### src/rtl/chargepump_monitor.sv
// chargepump_monitor: checks that a charge-pump pin toggles at the expected rate.
// Optional: define CHARGEPUMP_FAULT_COUNT_EN for the saturating fault counter.
module chargepump_monitor (
  input  logic       clk,
  input  logic       resetn,
  input  logic       enable,
  input  logic       cp_in,
  input  logic [7:0] period,
  input  logic [7:0] tolerance,
  input  logic       fault_clr,
  output logic       cp_ok,
  output logic       fault,
  output logic [8:0] measured,
  output logic [7:0] fault_count
);

  typedef enum logic [2:0] {
    S_IDLE,
    S_ACQUIRE,
    S_LOCKING,
    S_LOCKED,
    S_FAULT
  } state_e;

  state_e     state_q, state_d;
  logic       sync1_q, sync2_q, sync3_q;
  logic [8:0] cnt_q, cnt_d;
  logic [8:0] meas_q, meas_d;
  logic [1:0] good_q, good_d;
  logic       cp_ok_q, cp_ok_d;
  logic       fault_q, fault_d;

  logic [9:0] nom, lo, hi, tol_x, cnt_x;
  logic       edge_det, good_edge, bad_edge;
  logic       timeout, cnt_sat;

  // Window bounds in 10 bits so P+1+T never wraps.
  always_comb begin
    tol_x = {2'b00, tolerance};
    nom   = {2'b00, period} + 10'd1;
    hi    = nom + tol_x;
    lo    = (nom > tol_x) ? (nom - tol_x) : 10'd0;
  end

  always_comb begin
    cnt_x     = {1'b0, cnt_q};
    cnt_sat   = &cnt_q;
    edge_det  = sync2_q ^ sync3_q;
    good_edge = edge_det && (cnt_x >= lo) && (cnt_x <= hi);
    bad_edge  = edge_det && !good_edge;
    timeout   = !edge_det && ((cnt_x > hi) || cnt_sat);
  end

  always_comb begin
    state_d = state_q;
    cnt_d   = cnt_q;
    meas_d  = meas_q;
    good_d  = good_q;

    if (state_q != S_IDLE) begin
      if (edge_det) begin
        cnt_d  = 9'd1;
        meas_d = cnt_q;
      end else if (!cnt_sat) begin
        cnt_d = cnt_q + 9'd1;
      end
    end

    unique case (state_q)
      S_IDLE: begin
        cnt_d   = '0;
        good_d  = '0;
        state_d = S_ACQUIRE;
      end
      S_ACQUIRE: begin
        if (edge_det) begin
          good_d  = '0;
          state_d = S_LOCKING;
        end
      end
      S_LOCKING: begin
        if (good_edge) begin
          if (good_q == 2'd3) begin
            good_d  = '0;
            state_d = S_LOCKED;
          end else begin
            good_d = good_q + 2'd1;
          end
        end else if (bad_edge) begin
          good_d = '0;
        end else if (timeout) begin
          good_d = '0;
          cnt_d  = '0;
        end
      end
      S_LOCKED: begin
        if (bad_edge || timeout) begin
          state_d = S_FAULT;
        end
      end
      S_FAULT: begin
        if (fault_clr) begin
          state_d = S_ACQUIRE;
        end
      end
      default: begin
        state_d = S_IDLE;
      end
    endcase

    // Disable wins over every other event, fault_clr included.
    if (!enable) begin
      state_d = S_IDLE;
      cnt_d   = '0;
      good_d  = '0;
    end

    cp_ok_d = (state_d == S_LOCKED);
    fault_d = (state_d == S_FAULT);
  end

  always_ff @(posedge clk or negedge resetn) begin
    if (!resetn) begin
      state_q <= S_IDLE;
      sync1_q <= 1'b0;
      sync2_q <= 1'b0;
      sync3_q <= 1'b0;
      cnt_q   <= '0;
      meas_q  <= '0;
      good_q  <= '0;
      cp_ok_q <= 1'b0;
      fault_q <= 1'b0;
    end else begin
      state_q <= state_d;
      sync1_q <= cp_in;
      sync2_q <= sync1_q;
      sync3_q <= sync2_q;
      cnt_q   <= cnt_d;
      meas_q  <= meas_d;
      good_q  <= good_d;
      cp_ok_q <= cp_ok_d;
      fault_q <= fault_d;
    end
  end

  assign cp_ok    = cp_ok_q;
  assign fault    = fault_q;
  assign measured = meas_q;

`ifdef CHARGEPUMP_FAULT_COUNT_EN
  logic [7:0] fcnt_q, fcnt_d;

  always_comb begin
    fcnt_d = fcnt_q;
    if ((state_q == S_LOCKED) && (state_d == S_FAULT)
        && (fcnt_q != 8'hff)) begin
      fcnt_d = fcnt_q + 8'd1;
    end
  end

  always_ff @(posedge clk or negedge resetn) begin
    if (!resetn) begin
      fcnt_q <= '0;
    end else begin
      fcnt_q <= fcnt_d;
    end
  end

  assign fault_count = fcnt_q;
`else
  assign fault_count = 8'd0;
`endif

endmodule

### config.mk
export PLATFORM = sky130hd
export DESIGN_NAME = chargepump_monitor
export DESIGN_NICKNAME = d
export VERILOG_FILES = /design/src/rtl/chargepump_monitor.sv
export SDC_FILE = /design/constraint.sdc
export NUM_CORES = 1
export LEC_CHECK = 0
export ABC_AREA = 0
export CORE_ASPECT_RATIO = 1.5
export CORE_MARGIN = 5
export CORE_UTILIZATION = 35
export DETAILED_ROUTE_END_ITERATION = 6
export DONT_BUFFER_PORTS = 1
export PLACE_DENSITY = 0.61
export SETUP_SLACK_MARGIN = 0.1
export SYNTH_ARGS = -nofsm -noshare
export SYNTH_HDL_FRONTEND = slang
export SYNTH_SLANG_ARGS = --single-unit
### constraint.sdc
create_clock -name clk -period 2.3 [get_ports clk]
set_clock_uncertainty 0.1 [all_clocks]
set_input_delay 0.115 -clock clk [delete_from_list [all_inputs] [get_ports clk]]
set_output_delay 0.115 -clock clk [all_outputs]
set_load 0.02 [all_outputs]
# After elaboration in Yosys (flattened, before gate mapping)
# Cells that the tools add are included.
# totals
elab_cells,65
register_bits,28
inputBits,21
out_inout_bits,19
# classes
eq_ne,10
n_addsub,5
n_lt_le_gt_ge,4
n_bitwise,1
reduce_logical,13
mux,23
# ops
cell,count
$mux W9,7
$mux W3,6
$pmux W9 S2,1
$pmux W3 S5,1
$mux W2,6
$add A9 B8 Y10,1
$ge A9 B10 Y1,1
$gt A9 B10 Y1,1
$le A9 B10 Y1,1
$mux W10,1
$sub A9 B8 Y10,1
$add A8 B1 Y9 const B,1
$add A9 B1 Y9 const B,1
$eq A3 B2 Y1 const B,3
$gt A9 B8 Y1,1
$reduce_and A9 Y1,1
$eq A3 B3 Y1 const B,2
$pmux W2 S3,1
$ne A5 B5 Y1 const B,1
$logic_and A1 B1 Y1,4
$ne A4 B1 Y1 const B,1
$eq A3 B1 Y1 const B,1
$logic_not A3 Y1,1
$ne A3 B3 Y1 const B,1
8 further kinds,10

# Longest topological paths before layout
# Gate-level depths: netlist of the first run.
# depth
depth_word,13
mapped_depth,20
depth_no_buf,19

# Worst setup path before layout of the first run
# No wires, ideal clock.
# synth_timing
path_type,input to register
startpoint,input period[0]
endpoint,register state_q[1]
path_slack_ns,-1.497
cell_stages,20
setup_time_ns,0.120
n_path_buf,1
arrival_ns,3.577
required_ns,2.080
cell_sequence,ha_1 nand2_1 nor2_1 xor2_1 ha_1 buf_2 and3b_1 nand2_1 nor2b_1 o22ai_1 nand2_1 and2_1 ha_1 nand2b_1 a2111oi_0 nor4_1 or3_1 o311ai_1 a21oi_1 o211a_1
# synth_between
elab_chain_cells,12
word_cells_on_any_way,19
cone_classes,add/sub: 3; order compare: 4; mux: 5; reduce/logical: 7
# synth_lines
item,line_no,rtl
from (decl),8,"input logic [7:0] period,"
$add A8 B1 Y9 (*),40,"nom = {2'b00, period} + 10'd1;"
$sub A9 B8 Y10 / $gt A9 B8 Y1 (equally long branches),42,lo = (nom > tol_x) ? (nom - tol_x) : 10'd0;
$mux W10,42,
$ge A9 B10 Y1,49,good_edge = edge_det && (cnt_x >= lo) && (cnt_x <= hi);
$logic_and A1 B1 Y1 (2 in series),49,
$logic_not A1 Y1,50,bad_edge = edge_det && !good_edge;
$logic_and A1 B1 Y1,50,
$logic_or A1 B1 Y1,97,if (bad_edge || timeout) begin
$mux W3,97,
$pmux W3 S5 (*),69,unique case (state_q)
$mux W3 (*),112,if (!enable) begin
net state_d[1],25,"state_e state_q, state_d;"
to (signal assigned),134,state_q <= state_d;
to (decl),25,
# The timed path passes the listed nets; every way through them passes the cells marked *.
# A chain may end at the register's enable or synchronous reset.

# Worst setup path in the final report of the first run
# layout_timing
startpoint,input period[1]
endpoint,register cnt_q[0]
# layout_between
elab_chain_cells,12
word_cells_on_any_way,19
cone_classes,add/sub: 3; order compare: 4; mux: 6; reduce/logical: 6
# layout_lines
item,line_no,rtl
$add A8 B1 Y9 (*),40,
$sub A9 B8 Y10 / $gt A9 B8 Y1 (equally long branches),42,
$mux W10,42,
$ge A9 B10 Y1,49,
$logic_and A1 B1 Y1 (2 in series),49,
$logic_not A1 Y1,50,
$logic_and A1 B1 Y1,50,
$mux W9,89,end else if (bad_edge) begin
$mux W9 (*),82,if (good_edge) begin
$pmux W9 S2 (*),69,
$mux W9 (*),112,
net cnt_d[0],27,"logic [8:0] cnt_q, cnt_d;"
to (signal assigned),138,cnt_q <= cnt_d;
to (decl),27,
# Marked as above.

==> out/qor.txt, run 1 <==
overall routed net length -> 7057 um
most common cell after layout, fill and taps aside -> buf_4
period utilization -> 1.423
# diodes -> 0
Static Leak -> 1.785 nW
Logic pwr share -> 0.505
metal3 WL -> 231 um
routed vias/inst -> 4.969
ANT nets after route -> 0
Port Buffers -> 0
starting density of the core -> 0.3598
Post-Syn Area -> 2600 sq um
max incr delay on CP -> 0.42 ns
R2R cell count -> 9
# clock sinks -> 28
worst r2r src -> cnt_q[3]
number of synthesized flops with an enable pin -> 0
RR Endpoint -> cnt_q[2]
Nets -> 443
CTS buffer count -> 3
initial antenna violation count -> 0
Clock Power Share -> 0.179
Slew HR -> 0.3980
Final setup viols -> 16
highest clock rate -> 305.6 MHz
Yosys cell types -> 49
deepest clock path buffer count -> 2
DR top layer -> met4
Root Buffer -> clkbuf_8
drt drc -> 0
Setup crit end -> cnt_q[0]
CTS clock-pin slew for the worst setup and hold paths -> 0.10 ns
most frequent cells in the layout -> 77 x buf_4, 28 x dfrtp_1, 27 x ha_1, 22 x inv_1
Hold Fails Final Rpt -> 0
Yosys Warn Count -> 0
Crit. End Element -> flop
Synth Register Bits -> 28
critical path depth in cells -> 19
die width -> 80.38 um
Total GRT Usage -> 0.1524
gpl congestion -> 0.8637
CP Data Arrival Time -> 3.35 ns
Power, Total -> 0.001723 W
Syn Inst Count -> 298
syn avg cell area -> 8.725 sq um
DR WL/cell -> 14.67 um
Placed Area -> 3202 sq um
Core ar. -> 7227 sq um
WHS -> 0.06052 ns
Worst VDD drop -> 0.2087 mV
Final TNS setup -> -14.42 ns
critical path launch point type -> input port
latest clock arrival within the worst-skew pair -> 0.28 ns
vias in the first global route -> 2502
Worst Tran Pin Value -> 0.8997 ns
CP Data Required Time -> 2.38 ns
CP startpoint -> period[1]
Max Cap Violations -> 0
WP buf/inv -> 0
layout cells sized above 1 -> 0.4252
CTS tree -> built
RSZ-0062 raised after global routing -> true
remaining global-route overflow -> 0
boundary pin count -> 40
R2R setup slack -> -0.06 ns
vias -> 2390
Cell Int Power -> 0.001120 W
status -> finished, violations left
Seq/Total Area, Yosys -> 0.2695
Die H -> 115.6 um
Post-Route M1 WL -> 2538 um
Die Footprint -> 9288 sq um
pwr/cell area -> 446.4 nW/um^2
Rows -> 38
min-delay worst type -> in2reg
top cell family by delay on the critical path -> simple AND/OR/NAND/NOR gates
Slew Viols, Final -> 0
area delta synth->final -> 48.46%
drt initial violations -> 90
failing checks -> setup timing
slowest CP cell -> or3_1
Synth async-reset ratio -> 1.000
min cycle time layout -> 3.272 ns
fillcell total -> 673
met2 wire length -> 4105 um
CP Cell Sequence -> ha_4, nand2_2, nor2_2, xor2_1, ha_1, and3b_2, nand2_4, nor2b_4, o22ai_4, nand2_2, and2_4, ha_4, nand2b_4, a2111oi_4, nor4_1, or3_1, o311ai_4, a31oi_1, a22o_1
design area -> 3860 sq um
final setup margin -> -0.9723 ns
CP max FO -> 4
Flop pwr share -> 0.316
Initial DRT Pass Iterations -> 4
sw frac -> 0.3503
pin count of the biggest net entering global routing -> 29
Detailed Place HPWL -> 5390 um
ys flop type -> dfrtp_1
first-pass GRT wire length -> 11400 um
H-tree depth -> 1
P_sw -> 0.0006036 W
post-layout util -> 0.5341
CP Class -> in2reg
## layer usage
layer,up-vias,GRT usage
li1,1186,-
met1,1146,0.1593
met2,43,0.3075
met3,15,0.01788
met4,0,0.04622
met5,-,0
## cells in the mapped netlist (3+ instances only)
cell type  count  share of area
a31oi_1        4         0.0096
ha_1          38           0.18
o21bai_1       5          0.014
nand2_1       24          0.035
o21ai_0        8          0.015
o31ai_1        3         0.0087
buf_4          8          0.023
xnor2_1       17          0.057
dfrtp_1       28           0.27
a21oi_1       17          0.033
inv_1         24          0.035
nor2_1        30          0.043
nand2b_1       5          0.012
mux2_2         9          0.039
nor2b_1        3         0.0072
nor3_1         8          0.015
nand3_1       13          0.025
buf_2          3         0.0058
a22o_1         3          0.010
xor2_1         7          0.024
## flip-flops by register name, summed over array words and instances (netlist names)
signal and flops:
sync1_q 1, fault 1, sync2_q 1, cnt_q 9
sync3_q 1, cp_ok 1, state_q 3, good_q 2
measured 9
## timing repair
item / in CTS / in global routing
hold buffers: 5 / 0
pin swaps: 40 / 39
buffers inserted: 12 / 9
gates resized for setup: 35 / 42
hold endpoints to repair: 33 / 0
endpoints found under the setup margin: 16 / 16
## logic make-up after synthesis
group	Yosys count	share of synthesized area
and+or+nand+nor	95	0.1752
muxes	11	0.04668
AOI/OAI and AO/OA	62	0.1617
other	1	0.001442
xor gates and xnor gates	24	0.08085
buffers and inverters	37	0.06641
adders and majority gates	40	0.1983
DFF	28	0.2695
## metrics by stage
| step | setup slack, ns | instances |
|---|---|---|
| floorplan | -1.298 | 305 |
| global placement | -1.356 | 451 |
| detailed placement | -1.462 | 451 |
| CTS | -0.9886 | 472 |
| global route | -1.176 | 481 |
| finish | -0.9723 | 481 |
## area by class of cell
class	count	area [sq um]	area share
clock buffers	4	55.05	0.01426
inverters	24	92.59	0.02399
multi-input cells	240	2215	0.5737
flip-flops and latches	28	700.7	0.1815
well taps	100	125.1	0.03241
repair buffers	85	671.9	0.1741
## worst min-delay path by stage
stage            from          end  depth (start not counted)
4_1_cts        enable    good_q[0]                          3
5_1_grt        enable    good_q[1]                          3
3_3_place_gp   resetn     cnt_q[3]                          0
3_5_place_dp   resetn  measured[0]                          0
2_1_floorplan  resetn     cnt_q[0]                          0
6_report       enable    good_q[0]                          3
## tightest hold or removal path: cells and delay by family
kind | cells | cell delay, ns
and+or+nand+nor | 2 | 0.10
AOI/OAI and AO/OA | 1 | 0.20
## power by group through the flow
stage,sequential (W),clock [W],combinational (W)
3_5_place_dp,0.000554,0,0.000668
5_1_grt,0.000548,0.000330,0.000951
3_3_place_gp,0.000555,0,0.000656
6_report,0.000545,0.000308,0.000870
4_1_cts,0.000545,0.000319,0.000776
2_1_floorplan,0.000547,0,0.000450
Power figures use the tool's default switching activity.
==> run 2: changes to the inputs <==
Settings changed: CORE_UTILIZATION 35 to 45, GPL_TIMING_DRIVEN from default to 0, PLACE_DENSITY 0.61 to 0.72.
==> run 2 against run 1 <==
Effect of this change:
- the run still ends with setup timing left
- sequential cell count did not move
- maximum frequency fell by 3.4%
- hold slack improved by 0.0044 ns
- wire length fell by 2.8%
- total power fell by 4.5%
- critical path depth rose by 1
- die area fell by 20%
- non-clock buffer count fell by 40
- sequential power barely moved
- register-to-register slack got worse by 0.21 ns
- global-route usage rose by 2.9 points
==> out/qor.txt, run 2 (synthesis results as in run 1) <==
Rows -> 34
pin count of the biggest net entering global routing -> 29
CP Data Required Time -> 2.36 ns
critical path launch point type -> input port
Worst Tran Pin Value -> 0.6301 ns
failing checks -> setup timing
first-pass GRT wire length -> 10860 um
Slew Viols, Final -> 0
Detailed Place HPWL -> 4566 um
DR WL/cell -> 16.61 um
pwr/cell area -> 473.2 nW/um^2
H-tree depth -> 1
pre-CTS setup slack -> -1.686 ns
latest clock arrival within the worst-skew pair -> 0.28 ns
drt initial violations -> 104
CP max FO -> 4
fillcell total -> 481
drt drc -> 0
Slew HR -> 0.5767
die width -> 72.07 um
Initial DRT Pass Iterations -> 4
ANT nets after route -> 0
remaining global-route overflow -> 0
Total GRT Usage -> 0.1815
most frequent cells in the layout -> 32 x ha_1, 32 x buf_4, 28 x dfrtp_1, 25 x nor2_1, 23 x inv_1
CP Class -> in2reg
Nets -> 403
Port Buffers -> 0
Die H -> 103.1 um
starting density of the core -> 0.4561
area delta synth->final -> 33.73%
CTS tree -> built
final setup margin -> -1.086 ns
highest clock rate -> 295.3 MHz
initial antenna violation count -> 0
vias in the first global route -> 2440
# clock sinks -> 28
gpl congestion -> 0.8173
min-delay worst type -> in2reg
post-layout util -> 0.6100
Die Footprint -> 7430 sq um
Static Leak -> 1.607 nW
Final setup viols -> 16
status -> finished, violations left
placed insts -> 377
Core ar. -> 5700 sq um
CP Data Arrival Time -> 3.45 ns
Root Buffer -> clkbuf_8
CTS clock-pin slew for the worst setup and hold paths -> 0.09 ns
min cycle time layout -> 3.386 ns
deepest clock path buffer count -> 2
fin cells -> 413
Hold Fails Final Rpt -> 0
overall routed net length -> 6860 um
RSZ-0062 raised after global routing -> true
boundary pin count -> 40
Max Cap Violations -> 0
vias -> 2293
period utilization -> 1.472
CTS buffer count -> 3
routed vias/inst -> 5.552
Power, Total -> 0.001645 W
Worst VDD drop -> 0.2349 mV
Crit. End Element -> flop
# diodes -> 0
layout cells sized above 1 -> 0.3196
==> run 2: changes by cell type in the layout (fill, tap and decap cells not counted), sizes merged <==
cell    previous run  this run
clkbuf             4         6
buf               81        39
==> run 2: through the flow <==
| step | setup TNS [ns] | cell area, sq um | hold slack (ns) |
|---|---|---|---|
| finish | -16.39 | 3477 | 0.06495 |
| global route | -18.36 | 3477 | 0.07443 |
| CTS | -15.56 | 3278 | 0.05011 |
| detailed placement | -24.11 | 2820 | -0.2798 |
| global placement | -23.20 | 2820 | -0.2799 |
| floorplan | -17.37 | 2730 | -0.2806 |
==> run 2: final cells by class <==
| cell class | instances | area, sq um | share of cell area |
|---|---|---|---|
| clock buffer | 4 | 55.05 | 0.01583 |
| buffer | 13 | 105.1 | 0.03023 |
| tap | 72 | 90.09 | 0.02591 |
| sequential | 28 | 700.7 | 0.2015 |
| multi-input combinational | 240 | 2162 | 0.6218 |
| inverter | 24 | 90.09 | 0.02591 |
| timing repair buffer | 32 | 274.0 | 0.07881 |
==> run 2: power by group <==
group / internal [W] / total (W) / leakage (nW) / switching (W)
Sequential: 0.000512 / 0.000544 / 0.380 / 0.0000324
Combinational: 0.000383 / 0.000795 / 1.20 / 0.000412
Clock: 0.000154 / 0.000306 / 0.0288 / 0.000152
Total: 0.00105 / 0.00165 / 1.61 / 0.000597
==> run 2: path summary, 6_finish.rpt <==
check | start | endpoint | slack (ns) | cells after the start
setup / recovery | period[1] | state_q[0] | -1.09 | 20
hold / removal | enable | good_q[0] | 0.06 | 3
setup reg to reg | cnt_q[0] | state_q[0] | -0.27 | 9
hold reg to reg | sync1_q | sync2_q | 0.25 | 0
max in group asynchronous | resetn | cnt_q[6] | 1.78 | 2
min in group asynchronous | resetn | measured[2] | 0.15 | 2
==> run 2: critical path, stage by stage <==
cell and delay (ns):
ha_4 0.13, nand2_2 0.05, nor2_2 0.08, xor2_1 0.21
ha_1 0.28, buf_6 0.12, and3b_2 0.24, nand2_4 0.08
nor2b_4 0.05, o22ai_4 0.17, nand2_2 0.11, and2_4 0.16
ha_4 0.20, nand2b_4 0.14, a2111oi_4 0.31, nor4_1 0.08
or3_1 0.42, o311ai_4 0.14, a21boi_2 0.26, o31ai_2 0.09
==> run 2: timing repair <==
action / CTS / global route
setup buffers: 21 / 7
endpoints found under the hold margin: 33 / 0
pin swaps: 44 / 33
resized for setup: 37 / 26
hold buffers: 5 / 0
endpoints found under the setup margin: 25 / 16
==> run 2: per-layer routing <==
layer | global-route usage | vias to the layer above | wire length (um)
li1 | - | 1102 | -
met5 | 0 | - | 0
met2 | 0.3614 | 72 | 3849
met1 | 0.1823 | 1092 | 2409
met3 | 0.01951 | 27 | 311
met4 | 0.08683 | 0 | 290
==> run 3: changes to the inputs <==
Settings changed: RECOVER_POWER from default to 25.
==> run 3 against run 2 <==
Effect of this change:
- sequential cell count stayed put
- register-to-register slack hardly changed
- hold slack hardly changed
- the run still ends with setup timing left
- global-route usage stayed put
- non-clock buffer count stayed put
==> out/qor.txt, run 3 (synthesis results as in run 1) <==
ANT nets after route -> 0
period utilization -> 1.473
Detailed Place HPWL -> 4566 um
area delta synth->final -> 33.11%
Hold Fails Final Rpt -> 0
Hold Crit Start -> enable
design area -> 3461 sq um
boundary pin count -> 40
CP Data Required Time -> 2.36 ns
latest clock arrival within the worst-skew pair -> 0.28 ns
R2R cell count -> 9
Placed Area -> 2820 sq um
pre-CTS setup slack -> -1.686 ns
CTS clock-pin slew for the worst setup and hold paths -> 0.09 ns
failing checks -> setup timing
Root Buffer -> clkbuf_8
CP Class -> in2reg
drt drc -> 0
Max Cap Violations -> 0
Slew Viols, Final -> 0
starting density of the core -> 0.4561
RSZ-0062 raised after global routing -> true
hold path depth -> 3
remaining global-route overflow -> 0
Final setup viols -> 16
Total GRT Usage -> 0.1815
min-delay worst type -> in2reg
drt initial violations -> 104
Nets -> 403
vias -> 2311
routed vias/inst -> 5.596
pin count of the biggest net entering global routing -> 29
R2R setup slack -> -0.27 ns
hold endpoint -> good_q[0]
initial antenna violation count -> 0
status -> finished, violations left
die width -> 72.07 um
# diodes -> 0
RR Endpoint -> state_q[0]
CTS tree -> built
CTS buffer count -> 3
Worst VDD drop -> 0.2344 mV
Crit. End Element -> flop
first-pass GRT wire length -> 10860 um
critical path launch point type -> input port
Core ar. -> 5700 sq um
Worst Tran Pin Value -> 1.436 ns
DR WL/cell -> 16.60 um
most frequent cells in the layout -> 32 x ha_1, 32 x buf_4, 28 x dfrtp_1, 25 x nor2_1, 23 x inv_1
overall routed net length -> 6854 um
Die Footprint -> 7430 sq um
gpl congestion -> 0.8173
Rows -> 34
final setup margin -> -1.087 ns
Initial DRT Pass Iterations -> 4
Port Buffers -> 0
min cycle time layout -> 3.387 ns
Static Leak -> 1.599 nW
CP max FO -> 4
deepest clock path buffer count -> 2
vias in the first global route -> 2440
CP Data Arrival Time -> 3.45 ns
WHS -> 0.06494 ns
H-tree depth -> 1
pwr/cell area -> 474.3 nW/um^2
# clock sinks -> 28
Die H -> 103.1 um
Power, Total -> 0.001642 W
worst r2r src -> cnt_q[0]
layout cells sized above 1 -> 0.3167
Slew HR -> 0.04270
highest clock rate -> 295.3 MHz
run 3: changes by cell type in the layout (fill, tap and decap cells not counted), sizes merged:
cell / before / now
clkbuf: 6 / 7
buf: 39 / 38
run 3: layer usage:
layer / part of all wire / GRT usage
met4: 0.045 / 0.08683
met1: 0.35 / 0.1823
met2: 0.56 / 0.3614
met3: 0.047 / 0.01951
met5: 0 / 0
run 3: layout make-up:
| class | count | area [sq um] |
|---|---|---|
| Multi-Input combinational cell | 240 | 2162 |
| Sequential cell | 28 | 700.7 |
| Fill cell | 484 | 2240 |
| Clock buffer | 4 | 55.05 |
| Buffer | 13 | 105.1 |
| Timing Repair Buffer | 32 | 257.7 |
| Inverter | 24 | 90.09 |
| Tap cell | 72 | 90.09 |
run 3: repair_timing:
action                     4_1_cts  5_1_grt
setup endpoints to repair       25       16
buffers inserted                21        7
hold buffers                     5        0
resized for setup               37       26
pin swaps                       44       33
hold endpoints to repair        33        0
run 3: metrics by stage:
stage | std cells | util | TNS, ns
2_1_floorplan | 305 | - | -17.37
3_3_place_gp | 377 | 0.4947 | -23.20
3_5_place_dp | 377 | 0.4947 | -24.11
4_1_cts | 407 | 0.5751 | -15.56
5_1_grt | 413 | 0.6071 | -18.36
6_report | 413 | 0.6071 | -16.39
run 3: worst max path at each step:
stage,start,to,slack (ns),cells past startpoint
CTS,period[0],state_q[0],-1.10,17
global placement,period[3],state_q[1],-1.62,19
global route,period[1],cnt_q[0],-1.20,20
finish,period[1],state_q[0],-1.09,20
detailed placement,period[3],cnt_q[0],-1.69,19
floorplan,period[0],cnt_q[0],-1.30,20
run 3: worst max-delay path: stages:
cell,delay [ns]
ha_4,0.13
nand2_2,0.05
nor2_2,0.08
xor2_1,0.21
ha_1,0.28
buf_6,0.12
and3b_2,0.24
nand2_4,0.08
nor2b_4,0.05
o22ai_4,0.17
nand2_2,0.11
and2_4,0.16
ha_4,0.20
nand2b_4,0.14
a2111oi_4,0.31
nor4_1,0.08
or3_1,0.42
o311ai_4,0.14
a21boi_2,0.26
o31ai_2,0.09
run 3: power by group:
part / switching [W] / total (W) / internal [W]
clock network: 0.000152 / 0.000305 / 0.000154
registers: 0.0000324 / 0.000544 / 0.000512
logic: 0.000412 / 0.000792 / 0.000380
